`config.mk`:
```
export PLATFORM = sky130hd
export DESIGN_NAME = alu_param_core
export DESIGN_NICKNAME = d
export VERILOG_FILES = /design/src/rtl/alu_pkg.sv /design/src/rtl/alu_op_collector.sv /design/src/rtl/alu_param_core.sv
export SDC_FILE = /design/constraint.sdc
export NUM_CORES = 1
export LEC_CHECK = 0
export BUFFER_PORTS_ARGS = -buffer_cell sky130_fd_sc_hd__buf_2
export CAP_MARGIN = 25
export CORE_MARGIN = 3
export CORE_UTILIZATION = 49
export CTS_BUF_LIST = sky130_fd_sc_hd__clkbuf_4
export DETAILED_ROUTE_END_ITERATION = 6
export GPL_TIMING_DRIVEN = 0
export PLACE_DENSITY = 0.71
export SYNTH_ARGS = -nofsm -noshare
export SYNTH_HDL_FRONTEND = slang
export SYNTH_SLANG_ARGS = --single-unit
```
`constraint.sdc`:
```
create_clock -name clk -period 7.4 [get_ports clk]
set_input_delay 0.74 -clock clk [delete_from_list [all_inputs] [get_ports clk]]
set_output_delay 0.74 -clock clk [all_outputs]
set_load 0.03 [all_outputs]
```
`src/rtl/alu_pkg.sv`:
```
// Shared command encodings, collector states and opcode classification helpers
// for the parametrised ALU core. Everything here is independent of WIDTH.
package alu_pkg;

    typedef enum logic [3:0] {
        A_ADD     = 4'd0,
        A_SUB     = 4'd1,
        A_ADD_CIN = 4'd2,
        A_SUB_CIN = 4'd3,
        A_INC_A   = 4'd4,
        A_DEC_A   = 4'd5,
        A_INC_B   = 4'd6,
        A_DEC_B   = 4'd7,
        A_CMP     = 4'd8,
        A_MUL_INC = 4'd9,
        A_MUL_SHL = 4'd10
    } arith_cmd_e;

    typedef enum logic [3:0] {
        L_AND     = 4'd0,
        L_NAND    = 4'd1,
        L_OR      = 4'd2,
        L_NOR     = 4'd3,
        L_XOR     = 4'd4,
        L_XNOR    = 4'd5,
        L_NOT_A   = 4'd6,
        L_NOT_B   = 4'd7,
        L_SHR1_A  = 4'd8,
        L_SHL1_A  = 4'd9,
        L_SHR1_B  = 4'd10,
        L_SHL1_B  = 4'd11,
        L_ROL_A_B = 4'd12,
        L_ROR_A_B = 4'd13
    } logic_cmd_e;

    typedef enum logic [1:0] {ST_IDLE, ST_WAIT, ST_EXEC, ST_MUL} state_e;

    // Operand bits an opcode needs: [0]=op_a, [1]=op_b; 2'b00 marks an illegal opcode.
    function automatic logic [1:0] need_ops(input logic mode, input logic [3:0] cmd);
        logic [1:0] m;
        m = 2'b00;
        if (mode) begin
            case (arith_cmd_e'(cmd))
                A_ADD, A_SUB, A_ADD_CIN, A_SUB_CIN,
                A_CMP, A_MUL_INC, A_MUL_SHL:     m = 2'b11;
                A_INC_A, A_DEC_A:                m = 2'b01;
                A_INC_B, A_DEC_B:                m = 2'b10;
                default:                         m = 2'b00;
            endcase
        end else begin
            case (logic_cmd_e'(cmd))
                L_AND, L_NAND, L_OR, L_NOR, L_XOR,
                L_XNOR, L_ROL_A_B, L_ROR_A_B:    m = 2'b11;
                L_NOT_A, L_SHR1_A, L_SHL1_A:     m = 2'b01;
                L_NOT_B, L_SHR1_B, L_SHL1_B:     m = 2'b10;
                default:                         m = 2'b00;
            endcase
        end
        return m;
    endfunction

    function automatic logic is_two_op(input logic mode, input logic [3:0] cmd);
        return need_ops(mode, cmd) == 2'b11;
    endfunction

    function automatic logic is_legal(input logic mode, input logic [3:0] cmd);
        return need_ops(mode, cmd) != 2'b00;
    endfunction

    function automatic logic is_mul(input logic mode, input logic [3:0] cmd);
        return mode && ((cmd == 4'(A_MUL_INC)) || (cmd == 4'(A_MUL_SHL)));
    endfunction

endpackage

```
`src/rtl/alu_op_collector.sv`:
```
// Operand collection FSM: launches complete operations, parks a half-arrived
// two-operand op in WAIT with a timeout, and holds off new commands while busy.
module alu_op_collector
    import alu_pkg::*;
#(
    parameter int WIDTH   = 8,
    parameter int TIMEOUT = 16
) (
    input  logic             clk_i,
    input  logic             rst_i,
    input  logic             ce_i,
    input  logic             mode_i,
    input  logic [3:0]       cmd_i,
    input  logic [1:0]       inp_valid_i,
    input  logic [WIDTH-1:0] op_a_i,
    input  logic [WIDTH-1:0] op_b_i,
    input  logic             cin_i,
    input  logic             mul_done_i,
    output logic             go_o,
    output logic             err_o,
    output logic             mode_o,
    output logic [3:0]       cmd_o,
    output logic             cin_o,
    output logic [WIDTH-1:0] a_o,
    output logic [WIDTH-1:0] b_o,
    output logic             busy_o
);

    localparam int TW = $clog2(TIMEOUT + 1);
    localparam logic [TW-1:0] T_LAST = TW'(TIMEOUT - 1);

    state_e           state_q, state_d;
    logic [TW-1:0]    timer_q, timer_d;
    logic [1:0]       have_q, have_d;
    logic             mode_q, mode_d, cin_q, cin_d;
    logic [3:0]       cmd_q, cmd_d;
    logic [WIDTH-1:0] a_q, a_d, b_q, b_d;
    logic [1:0]       need;

    always_comb begin
        state_d = state_q;
        timer_d = timer_q;
        have_d  = have_q;
        mode_d  = mode_q;
        cmd_d   = cmd_q;
        cin_d   = cin_q;
        a_d     = a_q;
        b_d     = b_q;
        go_o    = 1'b0;
        err_o   = 1'b0;
        mode_o  = mode_i;
        cmd_o   = cmd_i;
        cin_o   = cin_i;
        a_o     = op_a_i;
        b_o     = op_b_i;
        need    = need_ops(mode_i, cmd_i);
        case (state_q)
            ST_IDLE, ST_EXEC: begin
                state_d = ST_IDLE;
                if (inp_valid_i != 2'b00) begin
                    if (!is_legal(mode_i, cmd_i)) begin
                        err_o = 1'b1;
                    end else if ((inp_valid_i & need) == need) begin
                        go_o    = 1'b1;
                        state_d = is_mul(mode_i, cmd_i) ? ST_MUL : ST_EXEC;
                    end else if (is_two_op(mode_i, cmd_i)) begin
                        state_d = ST_WAIT;
                        timer_d = '0;
                        have_d  = inp_valid_i;
                        mode_d  = mode_i;
                        cmd_d   = cmd_i;
                        cin_d   = cin_i;
                        a_d     = op_a_i;
                        b_d     = op_b_i;
                    end
                end
            end
            ST_WAIT: begin
                // The command context was frozen when the first operand arrived.
                mode_o = mode_q;
                cmd_o  = cmd_q;
                cin_o  = cin_q;
                a_o    = have_q[0] ? a_q : op_a_i;
                b_o    = have_q[1] ? b_q : op_b_i;
                if ((inp_valid_i & ~have_q) != 2'b00) begin
                    go_o    = 1'b1;
                    state_d = is_mul(mode_q, cmd_q) ? ST_MUL : ST_EXEC;
                end else if (timer_q == T_LAST) begin
                    err_o   = 1'b1;
                    state_d = ST_IDLE;
                end else begin
                    timer_d = timer_q + TW'(1);
                end
            end
            ST_MUL: begin
                if (mul_done_i) state_d = ST_EXEC;
            end
            default: state_d = ST_IDLE;
        endcase
    end

    always_ff @(posedge clk_i or posedge rst_i) begin
        if (rst_i) begin
            state_q <= ST_IDLE;
            timer_q <= '0;
            have_q  <= 2'b00;
            mode_q  <= 1'b0;
            cmd_q   <= 4'd0;
            cin_q   <= 1'b0;
        end else if (ce_i) begin
            state_q <= state_d;
            timer_q <= timer_d;
            have_q  <= have_d;
            mode_q  <= mode_d;
            cmd_q   <= cmd_d;
            cin_q   <= cin_d;
        end
    end

    always_ff @(posedge clk_i) begin
        if (ce_i) begin
            a_q <= a_d;
            b_q <= b_d;
        end
    end

    assign busy_o = (state_q == ST_WAIT) || (state_q == ST_MUL);

endmodule

```
`src/rtl/alu_param_core.sv`:
```
// Registered ALU core: single-cycle arithmetic/logic datapath, a MUL_LAT-deep
// multiply pipeline and output registers that hold until the next res_valid.
module alu_param_core
    import alu_pkg::*;
#(
    parameter int WIDTH   = 8,
    parameter int TIMEOUT = 16,
    parameter int MUL_LAT = 3
) (
    input  logic                 clk,
    input  logic                 rst,
    input  logic                 ce,
    input  logic                 mode,
    input  logic [3:0]           cmd,
    input  logic [1:0]           inp_valid,
    input  logic [WIDTH-1:0]     op_a,
    input  logic [WIDTH-1:0]     op_b,
    input  logic                 cin,
    output logic [2*WIDTH-1:0]   res,
    output logic                 cout,
    output logic                 oflow,
    output logic                 G,
    output logic                 E,
    output logic                 L,
    output logic                 err,
    output logic                 res_valid,
    output logic                 busy
);

    localparam int RW = 2 * WIDTH;
    localparam int SW = $clog2(WIDTH);
    localparam int MD = MUL_LAT - 1;

    logic             go, ev_err, c_mode, c_cin, mul_done;
    logic [3:0]       c_cmd;
    logic [WIDTH-1:0] ca, cb;

    alu_op_collector #(.WIDTH(WIDTH), .TIMEOUT(TIMEOUT)) u_collector (
        .clk_i(clk), .rst_i(rst), .ce_i(ce), .mode_i(mode), .cmd_i(cmd),
        .inp_valid_i(inp_valid), .op_a_i(op_a), .op_b_i(op_b), .cin_i(cin),
        .mul_done_i(mul_done), .go_o(go), .err_o(ev_err), .mode_o(c_mode),
        .cmd_o(c_cmd), .cin_o(c_cin), .a_o(ca), .b_o(cb), .busy_o(busy)
    );

    logic [WIDTH:0]   ax, bx, cx, s;
    logic [WIDTH-1:0] lg;
    logic [RW-1:0]    rot, dp_res, aw, bw, mul_res;
    logic [SW-1:0]    amt;
    logic             dp_cout, dp_oflow, dp_g, dp_e, dp_l, dp_err;

    always_comb begin
        ax       = {1'b0, ca};
        bx       = {1'b0, cb};
        cx       = {{WIDTH{1'b0}}, c_cin};
        s        = '0;
        lg       = '0;
        rot      = '0;
        amt      = cb[SW-1:0];
        dp_res   = '0;
        dp_cout  = 1'b0;
        dp_oflow = 1'b0;
        dp_g     = 1'b0;
        dp_e     = 1'b0;
        dp_l     = 1'b0;
        dp_err   = 1'b0;
        if (c_mode) begin
            case (arith_cmd_e'(c_cmd))
                A_ADD:     begin s = ax + bx;      dp_cout = s[WIDTH]; end
                A_SUB:     begin s = ax - bx;      dp_oflow = ax < bx; end
                A_ADD_CIN: begin s = ax + bx + cx; dp_cout = s[WIDTH]; end
                A_SUB_CIN: begin s = ax - bx - cx; dp_oflow = ax < (bx + cx); end
                A_INC_A:   begin s = ax + (WIDTH+1)'(1); dp_cout = s[WIDTH]; end
                A_DEC_A:   begin s = ax - (WIDTH+1)'(1); dp_oflow = (ca == '0); end
                A_INC_B:   begin s = bx + (WIDTH+1)'(1); dp_cout = s[WIDTH]; end
                A_DEC_B:   begin s = bx - (WIDTH+1)'(1); dp_oflow = (cb == '0); end
                A_CMP:     begin dp_g = ca > cb; dp_e = ca == cb; dp_l = ca < cb; end
                default:   ;
            endcase
            dp_res = RW'(s);
        end else begin
            case (logic_cmd_e'(c_cmd))
                L_AND:     lg = ca & cb;
                L_NAND:    lg = ~(ca & cb);
                L_OR:      lg = ca | cb;
                L_NOR:     lg = ~(ca | cb);
                L_XOR:     lg = ca ^ cb;
                L_XNOR:    lg = ~(ca ^ cb);
                L_NOT_A:   lg = ~ca;
                L_NOT_B:   lg = ~cb;
                L_SHR1_A:  lg = ca >> 1;
                L_SHL1_A:  lg = ca << 1;
                L_SHR1_B:  lg = cb >> 1;
                L_SHL1_B:  lg = cb << 1;
                // Rotating the doubled operand lets one shifter cover every amount.
                L_ROL_A_B: begin rot = {ca, ca} << amt; lg = rot[RW-1:WIDTH]; dp_err = |(cb >> SW); end
                L_ROR_A_B: begin rot = {ca, ca} >> amt; lg = rot[WIDTH-1:0];  dp_err = |(cb >> SW); end
                default:   ;
            endcase
            dp_res = RW'(lg);
        end
    end

    always_comb begin
        aw      = RW'(ca);
        bw      = RW'(cb);
        mul_res = (c_cmd == 4'(A_MUL_INC)) ? (aw + RW'(1)) * (bw + RW'(1))
                                           : (aw << 1) * bw;
    end

    // Multiply pipeline: product enters at operand capture, drains to the outputs MUL_LAT-1 edges later.
    logic [MD-1:0] mvld_q;
    logic [RW-1:0] mpipe_q [MD];

    always_ff @(posedge clk or posedge rst) begin
        if (rst) begin
            mvld_q <= '0;
        end else if (ce) begin
            mvld_q[0] <= go && is_mul(c_mode, c_cmd);
            for (int k = 1; k < MD; k++) mvld_q[k] <= mvld_q[k-1];
        end
    end

    always_ff @(posedge clk) begin
        if (ce) begin
            mpipe_q[0] <= mul_res;
            for (int k = 1; k < MD; k++) mpipe_q[k] <= mpipe_q[k-1];
        end
    end

    assign mul_done = mvld_q[MD-1];

    // Output stage: results and flags hold between res_valid pulses.
    logic [RW-1:0] res_q;
    logic cout_q, oflow_q, g_q, e_q, l_q, err_q, res_valid_q;

    always_ff @(posedge clk or posedge rst) begin
        if (rst) begin
            res_q <= '0; cout_q <= 1'b0; oflow_q <= 1'b0; g_q <= 1'b0;
            e_q <= 1'b0; l_q <= 1'b0; err_q <= 1'b0; res_valid_q <= 1'b0;
        end else if (!ce) begin
            res_valid_q <= 1'b0;
        end else begin
            res_valid_q <= 1'b0;
            if (ev_err) begin
                res_q <= '0; cout_q <= 1'b0; oflow_q <= 1'b0; g_q <= 1'b0;
                e_q <= 1'b0; l_q <= 1'b0; err_q <= 1'b1; res_valid_q <= 1'b1;
            end else if (go && !is_mul(c_mode, c_cmd)) begin
                res_q <= dp_res; cout_q <= dp_cout; oflow_q <= dp_oflow; g_q <= dp_g;
                e_q <= dp_e; l_q <= dp_l; err_q <= dp_err; res_valid_q <= 1'b1;
            end else if (mul_done) begin
                res_q <= mpipe_q[MD-1]; cout_q <= 1'b0; oflow_q <= 1'b0; g_q <= 1'b0;
                e_q <= 1'b0; l_q <= 1'b0; err_q <= 1'b0; res_valid_q <= 1'b1;
            end
        end
    end

    assign res       = res_q;
    assign cout      = cout_q;
    assign oflow     = oflow_q;
    assign G         = g_q;
    assign E         = e_q;
    assign L         = l_q;
    assign err       = err_q;
    assign res_valid = res_valid_q;

endmodule

```
Yosys cells after proc, flatten, opt, wreduce, memory -nomap -nowiden

Memory sizes are Yosys's and may differ from the RTL's.
Cells that the tools add are included.

Register bits: 56
Bits in latches: 0
RAM bits: 32
ROM bits: 192
Bits of input ports: 27
Output and inout bits: 24
Word-level logic and storage cells: 195
Memories: 7

Memory list:

| memory          | words | bits a word | rd ports | clocked after memory_dff | wr ports | RTL line      | text |
|---|---|---|---|---|---|---|---|
| (no name shown) | 16    | 2           | 1        | 0                        | 0        | alu_pkg.sv:43 | `case (arith_cmd_e'(cmd))` |
| (no name shown) | 16    | 2           | 1        | 0                        | 0        | alu_pkg.sv:51 | `case (logic_cmd_e'(cmd))` |
| (no name shown) | 16    | 2           | 1        | 0                        | 0        | alu_pkg.sv:43 |  |
| (no name shown) | 16    | 2           | 1        | 0                        | 0        | alu_pkg.sv:51 |  |
| (no name shown) | 16    | 2           | 1        | 0                        | 0        | alu_pkg.sv:43 |  |
| (no name shown) | 16    | 2           | 1        | 0                        | 0        | alu_pkg.sv:51 |  |
| +1 memories     | -     | -           | -        | -                        | -        | -             |  |

Add/subtract/negate cells: 12
Multipliers: 2
Divide/modulo/power cells: 0
$lt $le $gt $ge: 4
Equal/unequal tests: 32
Shift-type cells: 2
Multiplexer cells: 81
Bitwise operators: 12
Reductions and logical operators: 26

Operators by type and width:

| cell                | count |
|---|---|
| $pmux 8 s14         | 1 |
| $pmux 9 s8          | 1 |
| $mux 16             | 4 |
| $mux 1              | 42 |
| $eq 4x4->1 const B  | 10 |
| $not 8->8           | 5 |
| $add 8x1->9 const B | 4 |
| $mux 8              | 4 |
| $mux 2              | 15 |
| $mux 5              | 6 |
| $sub 8x1->9 const B | 2 |
| $eq 4x3->1 const B  | 4 |
| $logic_not 8->1     | 2 |
| $lt 8x8->1          | 2 |
| $mul 9x9->16        | 1 |
| $shl 16x3->16       | 1 |
| $shr 16x3->8        | 1 |
| $mul 8x8->15        | 1 |
| $pmux 5 s2          | 1 |
| $add 8x1->9         | 1 |
| $add 8x8->9         | 1 |
| $add 9x1->9         | 1 |
| $lt 8x9->1          | 1 |
| $mux 9              | 1 |
| other kinds (37)    | 59 |

Depth between registers and ports, before layout

Gate-level depths: netlist of run 1.
An unclocked memory read counts as a cell.

Depth after elaboration: 14
Gate-level depth with buffers: 31
Mapped depth without buffers: 27

Cells and area by module

From an unflattened synthesis of run 1, not the netlist that was laid out.

Cells, all modules: 1439
Area, all modules: 12456.9 um^2

By module, submodules not included:

| module           | instances | cells an instance | area each (um^2) | seq. area each (um^2) |
|---|---|---|---|---|
| alu_param_core   | 1         | 1278              | 10598.9          | 1586.5 |
| alu_op_collector | 1         | 161               | 1858.0           | 855.8 |

Least setup slack after synthesis of run 1

Ideal clock, no wire load.

Path kind: reg2reg
Start point: register u_collector.state_q[0]
End point: memory mpipe_q[0][13] (netlist name), data pin
Library setup time: 269 ps
Arrival: 6244 ps
Required time: 7131 ps
Slack: 886 ps
Stages on the path, launching flop included: 28
Path buffers: 4
Clock period less this slack: 6514 ps
Path through: dfrtp_1 -> buf_2 -> and3b_1 -> buf_2 -> buf_6 -> mux2_2 -> clkbuf_1 -> ha_1 -> inv_1 -> a221oi_1 -> o21ai_1 -> or2_2 -> fa_1 -> fa_1 -> inv_1 -> fa_1 -> inv_1 -> fa_1 -> inv_1 -> ha_1 -> or2_2 -> a21oi_1 -> a21oi_1 -> and4_1 -> a21oi_1 -> nor2b_1 -> xor2_1 -> o21ai_0

RTL lines:

| element                | RTL line                | text |
|---|---|---|
| from (decl)            | alu_op_collector.sv:32  | `state_e state_q, state_d;` |
| from (signal assigned) | alu_op_collector.sv:111 | `state_q <= state_d;` |
| to (decl)              | alu_param_core.sv:112   | `logic [RW-1:0] mpipe_q [MD];` |

==> results of run 1 <==
==> path summary, 6_finish.rpt <==
path | slack, ps | depth (start not counted) | startpoint | endpoint
min in group clk | 420 | 0 | mpipe_q[0][7]$_DFFE_PP_ | mpipe_q[0][23]$_DFFE_PP_
min | 380 | 2 | rst | res[10]$_DFFE_PP0P_
max reg2reg | 260 | 27 | u_collector.state_q[0]$_DFFE_PP0P_ | mpipe_q[0][14]$_DFFE_PP_
max in group asynchronous | 6450 | 2 | rst | u_collector.cmd_q[2]$_DFFE_PP0P_
max | 260 | 27 | u_collector.state_q[0]$_DFFE_PP0P_ | mpipe_q[0][14]$_DFFE_PP_
min reg2reg | 420 | 0 | mpipe_q[0][7]$_DFFE_PP_ | mpipe_q[0][23]$_DFFE_PP_
==> timing repair <==
action,4_1_cts,5_1_grt
hold endpoints to repair,0,0
resized for setup,14,25
pin swaps,2,1
setup endpoints to repair,5,4
buffers inserted,2,10
==> critical path, delay by kind of cell (launching register included) <==
family,cells,cell delay (ps)
AOI/OAI and AO/OA,7,1230
and+or+nand+nor,2,340
DFF,1,360
buffers and inverters,10,2090
muxes,1,340
xor gates and xnor gates,1,150
adders and majority gates,6,2390
==> logic make-up (layout without fill, tap and decap cells) <==
family,Yosys count,after routing
other,0,1
and+or+nand+nor,471,471
DFF,88,88
muxes,63,63
xor gates and xnor gates,85,85
buffers and inverters,240,314
adders and majority gates,198,198
AOI/OAI and AO/OA,329,329
==> registers in the layout, summed over array words and instances, names as in the netlist, 2 cells and up <==
name,flops
res,16
u_collector.b_q,8
u_collector.state_q,2
u_collector.a_q,8
u_collector.timer_q,5
mpipe_q,32
mvld_q,2
u_collector.have_q,2
u_collector.cmd_q,4
==> metrics by stage <==
step	area, um^2	hold WS, ps	TNS (ps)	worst slack (ps)
3_3_place_gp	13040	400.6	-1544	-550.6
6_report	13450	379.3	0	255.9
3_5_place_dp	13040	404.5	-1714	-593.2
2_1_floorplan	12400	400.3	0	886.4
5_1_grt	13450	420.0	-23.86	-23.86
4_1_cts	13240	398.7	0	11.13
==> metal layers <==
metal  global-route usage (%)  routed length (um)
met2                    50.86               19300
met1                    45.23               18410
met5                        0                  13
met4                    12.54                1738
met3                    6.510                4254
==> layout by cell type, fill, tap and decap left out, types with 40 or more instances in the layout <==
cell type  count
a21oi_1       68
dfrtp_1       40
nand2_1      148
o21ai_0       60
inv_1        158
fa_1          86
edfxtp_1      48
nor2_1       161
buf_2         70
ha_1         109
xnor2_1       60
==> area by class of cell <==
type                            count  area, um^2  share of cell area, %
Antenna cell                        1       2.502                0.01861
Multi-Input combinational cell   1146        9107                  67.73
Inverter                          173       649.4                  4.829
Timing Repair Buffer               60       332.8                  2.475
Tap cell                          324       405.4                  3.015
Clock inverter                      7       83.83                 0.6234
Buffer                             65       355.3                  2.643
Sequential cell                    88        2442                  18.16
Clock buffer                        9       67.56                 0.5025
==> results_dict.tcl, run 1 <==
set metrics [dict create \
    status "finished, violations left" \
    violations "design-rule violations" \
    worst-endpoint-required_ps 7650 \
    synth-xor-area-share_pct 6.186 \
    synth_simple_gate_area_share_pct 17.17 \
    track_usage_pct 32.79 \
    clock_latency_ps 490 \
    clk_path_buf_depth 2 \
    ys_ff_latch 88 \
    cp_max_fo 10 \
    ys_seq_area_share_pct 19.70 \
    synth_top_area_share_pct 13.89 \
    coreArea_um2 24600 \
    syn_area_per_cell_um2 8.411 \
    fin_crit_sh_pct 96.54 \
    initial_core_util_pct 50.39 \
    io_pins 51 \
    cp_data_arrival_time_ps 7390 \
    numCtsBuffers 9 \
    dpl.hpwl_um 33720 \
    endpoint_kind "register" \
    drt_pre_antenna_iters 7 \
    hold_viol_final 0 \
    clk_pin_slew_ps 180 \
    drive_gt1_share_pct 12.21 \
    finalSetupViolations 0 \
    critPathSlowestCell "clkbuf_1" \
    relSlewSlack_pct 22.40 \
    die_h_um 165.1 \
    synthAdderAreaFrac_pct 25.19 \
    postLayoutCoreUtil_pct 54.65 \
    synth_top_family_by_area "adder cells" \
    grt_max_degree 41 \
    yosysWarnings 0 \
    synth.area.mux_share_pct 5.924 \
    drv_cap 0 \
    async_flop_share_pct 45.45 \
    rows 57 \
    skew_ps 27.97 \
    fin_cells 1873 \
    final.min_clock_period_ps 7144 \
    drc 2 \
    antenna_left 0 \
    worstMarginPinSlew_ps 1132 \
    drt_iter0_markers 1461 \
    clock_sinks 88 \
    place.gp.congestion 1.076 \
    max_stage_delay_ps 620 \
    antenna_found_initial 2 \
    cp_common_cell "inv_1" \
    grt_pass1_vias 11390 \
    path_class "reg2reg" \
    synth-main-ff-cell "edfxtp_1" \
    nets 1768 \
    synth_top_cell_by_area "fa_1" \
    grt-ovfl-total 0 \
    ys_types 85 \
    placed_cells 1845 \
    ctsHoldBuffers 0 \
    num_vias 11750 \
    synth_edf_count 48 \
    yosys.cell_count.top_type "nor2_1" \
    wl_per_cell_um 23.34 \
    synthTopCellsByArea "fa_1 14%, edfxtp_1 12%, ha_1 11%" \
    fillers 2328 \
    die_x_um 165.1 \
    dieArea_um2 27250 \
    htree_levels 3 \
    syn_inst 1474 \
    grt_pass1_wl_um 67450 \
    synth_commonest_cells "161 x nor2_1, 159 x inv_1, 148 x nand2_1, 112 x ha_1, 86 x fa_1" \
    hold_path.class "in2async" \
    cts_tree "done" \
    io_buffers 47 \
    final_max_slew_viol_count 0 \
    syn2layout_area_growth_pct 8.457 \
    clockRootBuffer "clkbuf_4" \
    max_freq_mhz 140.0 \
    routed_wirelength_um 43710 \
    synthesis.nets 1699 \
    synth.cell_area_um2 12400 \
    worst_setup_path_start_kind "register" \
    viasPerCell 6.275 \
    synth_compound_area_share_pct 17.89 \
]
Power of run 1 is left out: the tool's default activity adds up to more than one toggle a clock period on the data nets, which glitch-free logic cannot reach.
==> inputs of run 2 (changes only) <==
--- a/config.mk
+++ b/config.mk
@@ -6,5 +6,5 @@
 export NUM_CORES = 1
 export LEC_CHECK = 0
-export BUFFER_PORTS_ARGS = -buffer_cell sky130_fd_sc_hd__buf_2
+export BUFFER_PORTS_ARGS = -buffer_cell sky130_fd_sc_hd__buf_4
 export CAP_MARGIN = 25
 export CORE_MARGIN = 3
@@ -14,4 +14,5 @@
 export GPL_TIMING_DRIVEN = 0
 export PLACE_DENSITY = 0.71
+export REMOVE_ABC_BUFFERS = 1
 export SYNTH_ARGS = -nofsm -noshare
 export SYNTH_HDL_FRONTEND = slang
==> constraint.sdc (replaced) <==
create_clock -name clk -period 7.4 [get_ports clk]
set_input_delay 0.74 -clock clk [delete_from_list [all_inputs] [get_ports clk]]
set_output_delay 0.74 -clock clk [all_outputs]
set_load 0.01 [all_outputs]
==> run 2 against run 1 <==
Net effect:
- the run still ends with design-rule violations left
- utilization decreased by 0.62 points
- wire length down 4.8%
- register-to-register slack about the same
- non-clock buffer count fell by 54
- clock-buffer cell count stayed put
- worst setup slack worse by 1.4 ps
- sequential share of layout area is 0.25 points higher
- final area is 1.1% lower
- clock skew grew 23 ps
- highest routed layer unchanged
- via count fell by 1.2%
- maximum frequency hardly changed
- global-route usage decreased by 2.0 points
==> results_dict.tcl, run 2 (synthesized netlist as in run 1, its figures left out) <==
set metrics [dict create \
    status "finished, violations left" \
    violations "design-rule violations" \
    cp_data_arrival_time_ps 7370 \
    rsz0062_at_grt "no" \
    worstMarginPinSlew_ps 1080 \
    relSlewSlack_pct 26.58 \
    wl_per_cell_um 22.84 \
    finalSetupTns_ps 0 \
    fin_crit_sh_pct 96.56 \
    reg2reg_depth 22 \
    clk_path_buf_depth 2 \
    die_h_um 165.1 \
    final.min_clock_period_ps 7146 \
    htree_levels 3 \
    r2r-start "u_collector.state_q[1]$_DFFE_PP0P_" \
    cts_tree "done" \
    dieArea_um2 27250 \
    drt_pre_antenna_iters 7 \
    rr_endpoint "mpipe_q[0][15]$_DFFE_PP_" \
    clockRootBuffer "clkbuf_4" \
    clock_sinks 88 \
    power_frac_clock_pct 4.1 \
    io_pins 51 \
    max_freq_mhz 139.9 \
    internal_power_uw 3199 \
    path_class "reg2reg" \
    fillers 2338 \
    seqPwrFrac_pct 12.4 \
    powerDensity_nw_per_um2 533.5 \
    drt_iter0_markers 1369 \
    p_switching_uw 3893 \
    final_common_cell "nor2_1" \
    routed_wirelength_um 41600 \
    nets 1716 \
    placed_cells 1790 \
    place.gp.congestion 1.023 \
    peakVddDrop_uv 566.3 \
    antenna_found_initial 2 \
    worst-endpoint-required_ps 7630 \
    rrSetupSlack_ps 250 \
    dpl.hpwl_um 31370 \
    coreArea_um2 24600 \
    die_x_um 165.1 \
    worst_setup_path_start_kind "register" \
    finalSetupViolations 0 \
    clock_latency_ps 510 \
    grt-ovfl-total 0 \
    cp_max_fo 16 \
    worst_hold_slack_ps 130.5 \
    drv_cap 0 \
    track_usage_pct 30.80 \
    rows 57 \
    antenna_left 0 \
    viasPerCell 6.374 \
    hold_viol_final 0 \
    endpoint_kind "register" \
    io_buffers 50 \
    hold_path.class "in2async" \
    drive_gt1_share_pct 10.56 \
    num_vias 11610 \
    skew_ps 50.68 \
    final_max_slew_viol_count 0 \
    initial_core_util_pct 50.39 \
    top_register "mpipe_q" \
    p_leak_uw 0.006017 \
    drc 3 \
    combPwrFrac_pct 83.5 \
    final_cell_mix "161 x nor2_1, 157 x inv_1, 148 x nand2_1" \
    fin_cells 1821 \
    grt_pass1_wl_um 64030 \
    p_sw_share_pct 54.89 \
    clk_pin_slew_ps 200 \
    largest_reg_flops 32 \
    grt_pass1_vias 11270 \
    ctsHoldBuffers 0 \
    syn2layout_area_growth_pct 7.226 \
    grt_max_degree 47 \
    numCtsBuffers 9 \
]
## run 2: cell type report
type | count | area, um^2 | share of cell area (%)
Antenna cell | 1 | 2.502 | 0.01882
Inverter | 173 | 654.4 | 4.922
Timing Repair Buffer | 71 | 604.3 | 4.546
Sequential cell | 88 | 2447 | 18.41
Tap cell | 324 | 405.4 | 3.049
Clock buffer | 9 | 67.56 | 0.5082
Multi-Input combinational cell | 1148 | 9051 | 68.08
Clock inverter | 7 | 61.31 | 0.4612
## run 2: routing by layer
layer | GRT usage [%] | routed length (um)
met4 | 12.35 | 1723
met3 | 5.562 | 4223
met1 | 42.67 | 17250
met5 | 0 | 13
met2 | 47.73 | 18390
## run 2: worst max-delay path: stages (launching register included)
cell and delay (ps):
dfrtp_2 590, and3b_4 390, buf_12 160, mux2i_2 850
inv_2 320, nand4_1 430, or2_2 200, fa_1 410
fa_1 550, inv_1 60, fa_1 530, inv_1 50
fa_1 520, inv_1 40, ha_1 330, or2_2 290
a21oi_1 150, a21oi_1 80, and4_1 210, a21oi_1 160
a21oi_1 100, xnor2_1 280, mux2i_1 120
## run 2: how the worst max path moves through the flow
stage                                  startpoint                        to  slack, ps  cells after the start
6_report       u_collector.state_q[1]$_DFFE_PP0P_  mpipe_q[0][15]$_DFFE_PP_        250                     22
5_1_grt        u_collector.state_q[1]$_DFFE_PP0P_  mpipe_q[0][13]$_DFFE_PP_          5                     22
4_1_cts        u_collector.state_q[1]$_DFFE_PP0P_  mpipe_q[0][13]$_DFFE_PP_         30                     23
3_5_place_dp   u_collector.state_q[0]$_DFFE_PP0P_  mpipe_q[0][13]$_DFFE_PP_       -610                     21
3_3_place_gp   u_collector.state_q[0]$_DFFE_PP0P_  mpipe_q[0][13]$_DFFE_PP_      -2550                     21
2_1_floorplan  u_collector.state_q[0]$_DFFE_PP0P_  mpipe_q[0][13]$_DFFE_PP_        -90                     21
## run 2: per-stage QoR
step / cell area, um^2 / utilization, % / setup slack (ps) / power [uW]
2_1_floorplan: 12060 / - / -90.95 / 5056
3_3_place_gp: 12840 / 52.20 / -2549 / 6515
3_5_place_dp: 12980 / 52.74 / -611.1 / 6661
4_1_cts: 13160 / 53.49 / 30.03 / 7022
5_1_grt: 13290 / 54.03 / 4.559 / 7870
6_report: 13290 / 54.03 / 254.4 / 7092
## run 2: timing repair
item                                    in CTS  in global routing
gates cloned                                 1                  1
gates resized for setup                     11                  3
pin swaps                                    1                  1
hold endpoints to repair                     0                  0
buffers inserted                             1                  9
endpoints found under the setup margin       7                  5
## run 2: power by group through the flow
stage | logic, uW | clock network, uW | registers, uW
finish | 5920 | 291 | 879
detailed placement | 5780 | 0 | 878
floorplan | 4200 | 0 | 856
global placement | 5650 | 0 | 870
global route | 6660 | 313 | 899
CTS | 5850 | 295 | 872
No activity file was read; power rests on OpenSTA's default activity.
